[config.mk]
export PLATFORM = sky130hd
export DESIGN_NAME = regfile_div_arbiter
export DESIGN_NICKNAME = d
export VERILOG_FILES = /design/src/rtl/regfile_div_arbiter.sv
export SDC_FILE = /design/constraint.sdc
export NUM_CORES = 1
export LEC_CHECK = 0
export ABC_AREA = 1
export ABC_CLOCK_PERIOD_IN_PS = 5400
export BUFFER_PORTS_ARGS = -buffer_cell sky130_fd_sc_hd__clkbuf_2
export CORE_MARGIN = 2
export CORE_UTILIZATION = 45
export DETAILED_ROUTE_END_ITERATION = 10
export MAX_ROUTING_LAYER = met4
export PLACE_DENSITY = 0.87
export SETUP_SLACK_MARGIN = 0.05
export SLEW_MARGIN = 20
export SYNTH_ARGS = -nofsm -noshare
export SYNTH_HDL_FRONTEND = slang
export SYNTH_SLANG_ARGS = --single-unit
[constraint.sdc]
create_clock -name clk -period 5.4 [get_ports clk]
set_input_delay 1.08 -clock clk [delete_from_list [all_inputs] [get_ports clk]]
set_output_delay 1.08 -clock clk [all_outputs]
set_load 0.03 [all_outputs]
[src/rtl/regfile_div_arbiter.sv]
// rtl/regfile_div_arbiter.sv - arbitrates the single-port divider-result register file
// between the divider (writer) and the back-substitution stage (reader).
module regfile_div_arbiter #(
  parameter int ADDR_W = 4,
  parameter int DATA_W = 32,
  parameter int SIZE   = 16
) (
  input  logic              clk,
  input  logic              rst,
  input  logic              clr,
  input  logic              wr_valid,
  input  logic [ADDR_W-1:0] wr_addr,
  input  logic [DATA_W-1:0] wr_data,
  output logic              wr_ready,
  input  logic              rd_valid,
  input  logic [ADDR_W-1:0] rd_addr,
  output logic              rd_ready,
  output logic              rd_rsp_valid,
  output logic [DATA_W-1:0] rd_rsp_data,
  output logic              rf_wr_en,
  output logic              rf_rd_en,
  output logic [ADDR_W-1:0] rf_addr,
  output logic [DATA_W-1:0] rf_D,
  input  logic [DATA_W-1:0] rf_Q,
  output logic [ADDR_W:0]   wr_count,
  output logic              all_written,
  output logic              addr_err
);

  localparam int NENT = 2 ** ADDR_W;
  localparam logic [ADDR_W:0] SIZE_L = (ADDR_W + 1)'(SIZE);

  logic [NENT-1:0] sb;
  logic            last_rd;
  logic            rsp_oor;
  logic            wr_oor, rd_oor;
  logic            we, re;
  logic            gnt_wr, gnt_rd;

  assign wr_oor = {1'b0, wr_addr} >= SIZE_L;
  assign rd_oor = {1'b0, rd_addr} >= SIZE_L;

  // Out-of-range reads are eligible so they can be answered (with zero) and flagged.
  assign we = wr_valid & ~clr;
  assign re = rd_valid & ~clr & (rd_oor | sb[rd_addr]);

  assign gnt_wr = rst & we & (~re | last_rd);
  assign gnt_rd = rst & re & ~gnt_wr;

  assign wr_ready    = gnt_wr;
  assign rd_ready    = gnt_rd;
  assign all_written = (wr_count == SIZE_L);
  assign rd_rsp_data = (rd_rsp_valid && !rsp_oor) ? rf_Q : '0;

  always_comb begin
    rf_wr_en = 1'b0;
    rf_rd_en = 1'b0;
    rf_addr  = '0;
    rf_D     = '0;
    if (gnt_wr && !wr_oor) begin
      rf_wr_en = 1'b1;
      rf_addr  = wr_addr;
      rf_D     = wr_data;
    end else if (gnt_rd && !rd_oor) begin
      rf_rd_en = 1'b1;
      rf_addr  = rd_addr;
    end
  end

  always_ff @(posedge clk or negedge rst) begin
    if (!rst) begin
      sb           <= '0;
      wr_count     <= '0;
      addr_err     <= 1'b0;
      rd_rsp_valid <= 1'b0;
      rsp_oor      <= 1'b0;
      last_rd      <= 1'b1;
    end else begin
      addr_err     <= (gnt_wr & wr_oor) | (gnt_rd & rd_oor);
      rd_rsp_valid <= gnt_rd;
      rsp_oor      <= rd_oor;
      if (gnt_wr)
        last_rd <= 1'b0;
      else if (gnt_rd)
        last_rd <= 1'b1;
      // Count distinct entries only; rewrites leave the count alone.
      if (clr) begin
        sb       <= '0;
        wr_count <= '0;
      end else if (gnt_wr && !wr_oor) begin
        sb[wr_addr] <= 1'b1;
        if (!sb[wr_addr])
          wr_count <= wr_count + (ADDR_W + 1)'(1);
      end
    end
  end

endmodule
==> flow_metrics.env <==
export IMPL_drv_slew=0
export IMPL_num_rows=25
export IMPL_cts_sinks=23
export IMPL_grt_overflow_total=0
export IMPL_grt_usage_pct=23.6
export IMPL_status="complete, no violations"
export IMPL_drtPass1Iterations=4
export IMPL_grt_first_pass_wirelength_um=10000
export IMPL_crit_chain="clkbuf_2 -> inv_1 -> buf_4 -> nand2_1 -> nor2_1 -> nand2_4 -> inv_4 -> nand2_1 -> o21ai_0 -> clkbuf_2"
export IMPL_whs_ns=0.517
export IMPL_die_w_um=74.2
export IMPL_start_util_pct=47.0
export IMPL_yosysUniqueCellTypes=23
export IMPL_clock_path_buffers=2
export IMPL_syn_num_nets=468
export IMPL_synthCells=389
export IMPL_crit_slowest_cell="nand2_4"
export IMPL_holdCritPathClass="flop to flop"
export IMPL_hold_viol_final=0
export IMPL_cp_top_family="buffers and inverters"
export IMPL_clk_pin_slew_ns=0.08
export IMPL_htreeDepth=1
export IMPL_antenna_left=0
export IMPL_cts_tree="done"
export IMPL_crit_fanout=50
export IMPL_nNetsFinal=613
export IMPL_dpl_hpwl_um=5280
export IMPL_dieArea_mm2=0.00551
export IMPL_relSlewSlack_pct=41.9
export IMPL_finalCriticalPeriod_ns=4.18
export IMPL_tns_ns=0
export IMPL_pin_count=157
export IMPL_drc_errors=0
export IMPL_clock_latency_ns=0.28
export IMPL_area_delta_synth_final_pct=36.2
export IMPL_syn_area_per_cell_um2=5.70
export IMPL_cts_post_setup_buffers_inserted=0
export IMPL_viasPerCell=4.61
export IMPL_clock_skew_ns=0.00637
export IMPL_cts_resized=0
export IMPL_setup_viol=0
export IMPL_layout_drive_gt1_share_pct=36.0
export IMPL_critPathLaunchType="input port"
export IMPL_rr_worst_depth=11
export IMPL_path_class="input port to primary output"
export IMPL_grt_pass1_vias=2291
export IMPL_synth_compound_area_share_pct=4.29
export IMPL_synth_top_family_by_area="simple AND/OR/NAND/NOR gates"
export IMPL_crit_buf_inv=5
export IMPL_hold_depth=2
export IMPL_power_density_mw_per_mm2=143
export IMPL_grt_max_degree=51
export IMPL_io_buffers=155
export IMPL_antenna_found_initial=0
export IMPL_worst_pin_slew_ns=0.872
export IMPL_netlist_area_mm2=0.00222
export IMPL_diodes=0
export IMPL_synthMuxAreaShare_pct=0
export IMPL_drt_iter0_markers=133
export IMPL_synthAdderAreaFrac_pct=1.13
export IMPL_arrival_ns=3.10
export IMPL_place_congestion=0.930
export IMPL_slowest_delay_ns=0.39
export IMPL_synth_seq_cells=23
export IMPL_rsz0062_at_grt="no"
export IMPL_cp_required_ns=4.32
export IMPL_cap_violations=0
export IMPL_wire_per_inst_um=10.8
export IMPL_max_vdd_ir_drop_uv=83.9
export IMPL_p_leak_nw=2.23
export IMPL_max_freq_mhz=239
export IMPL_r2r_slack_ns=3.38
export IMPL_core_area_mm2=0.00472
export IMPL_ctsHoldBuffers=0
export IMPL_clockRootBuffer="clkbuf_8"
export IMPL_endpoint_kind="primary output"
export IMPL_die_h_um=74.2
export IMPL_vias=2767
export IMPL_synth_warnings=0
export IMPL_min_period_over_period_pct=77.4
export IMPL_ys_seq_area_share_pct=26.0
export IMPL_cp_depth=10
export IMPL_yosys_area_share_xor_xnor_pct=1.18
export IMPL_numCtsBuffers=3
export IMPL_synth_simple_area_share_pct=44.8
export IMPL_wl_um=6490
-- worst register-to-register path: cells and delay by family, from the launching register on --
family / cells / cell delay, ns
buffers and inverters: 2 / 0.35
flip-flops: 1 / 0.38
AND/OR/NAND/NOR: 9 / 1.19
-- report_power, final --
group	leakage (nW)	switching (mW)	internal (mW)
logic	1.89	0.0906	0.0462
registers	0.316	0.00527	0.177
clock network	0.0255	0.0606	0.0518
-- metal layers --
layer	up-vias	track usage, %	routed length [µm]
met2	113	40.3	3190
met3	11	2.98	485
met5	-	-	0
met4	0	7.74	109
met1	1221	29.1	2710
li1	1422	-	-
-- placed cells by master, fill, tap and decap left out --
| cell type | synthesis | final |
|---|---|---|
| dfrtp_1 | 22 | 22 |
| o21ai_0 | 9 | 9 |
| clkbuf_2 | 0 | 155 |
| inv_1 | 97 | 97 |
| nand2_1 | 120 | 120 |
| nor3_1 | 1 | 1 |
| nand2_4 | 1 | 1 |
| nand3_1 | 57 | 57 |
| nand3_2 | 2 | 2 |
| o21ai_1 | 10 | 10 |
| nor2_1 | 19 | 19 |
| clkbuf_8 | 0 | 3 |
| dfstp_2 | 1 | 1 |
| inv_4 | 2 | 2 |
| inv_2 | 1 | 1 |
| nor2_2 | 23 | 23 |
| clkinv_2 | 0 | 1 |
| xor2_1 | 2 | 2 |
| conb_1 | 1 | 1 |
| buf_4 | 4 | 2 |
| nand2_2 | 1 | 1 |
| ha_1 | 2 | 2 |
| xnor2_1 | 1 | 1 |
-- logic make-up after synthesis --
logic type | Yosys count
flops | 23
fa+ha+maj | 2
buf+inv | 117
other cells | 1
simple gates | 224
xor+xnor | 3
compound gates | 19
-- worst paths after layout --
check                        from    endpoint
min in group asynchronous     rst      sb[15]
max                           clr  rf_addr[2]
max reg2reg                sb[14]      sb[15]
min                         sb[5]       sb[5]
max in group asynchronous     rst     last_rd
min reg2reg                 sb[5]       sb[5]
-- synthesized netlist by cell type (all sizes together) --
master  count  share of area (%)
conb        1               0.17
xnor2       1               0.39
inv       100                 17
clkbuf      7                1.2
dfrtp      22                 25
dfstp       1                1.2
nor2       42                9.7
ha          2                1.1
nand3      59                 14
buf        10                4.1
xor2        2               0.79
nor3        1               0.23
nand2     122                 21
o21ai      19                4.3
-- registers in the layout, summed over array words and instances, names as in the netlist --
name	count
last_rd	1
rd_rsp_valid	1
sb	16
wr_count	5
-- cell type report --
cell class	count	area, µm²
multi-input cells	249	1140
well taps	67	83.8
clock buffers	3	41.3
repair buffers	157	791
flip-flops and latches	23	577
clock inverters	1	5.00
inverters	100	380
fillers	449	1700
-- per-stage QoR --
stage               instance area, µm²  worst slack [ns]  std cells  util (%)  power [mW]
floorplan                         2220              1.73        389         -       0.270
global placement                  2980              1.33        596      63.0       0.320
detailed placement                2980              1.21        596      63.0       0.323
finish                            3020              1.22        600      64.0       0.432
global route                      3020              1.01        600      64.0       0.455
CTS                               3020              1.21        600      64.0       0.433
(Power assumes the default switching activity.)
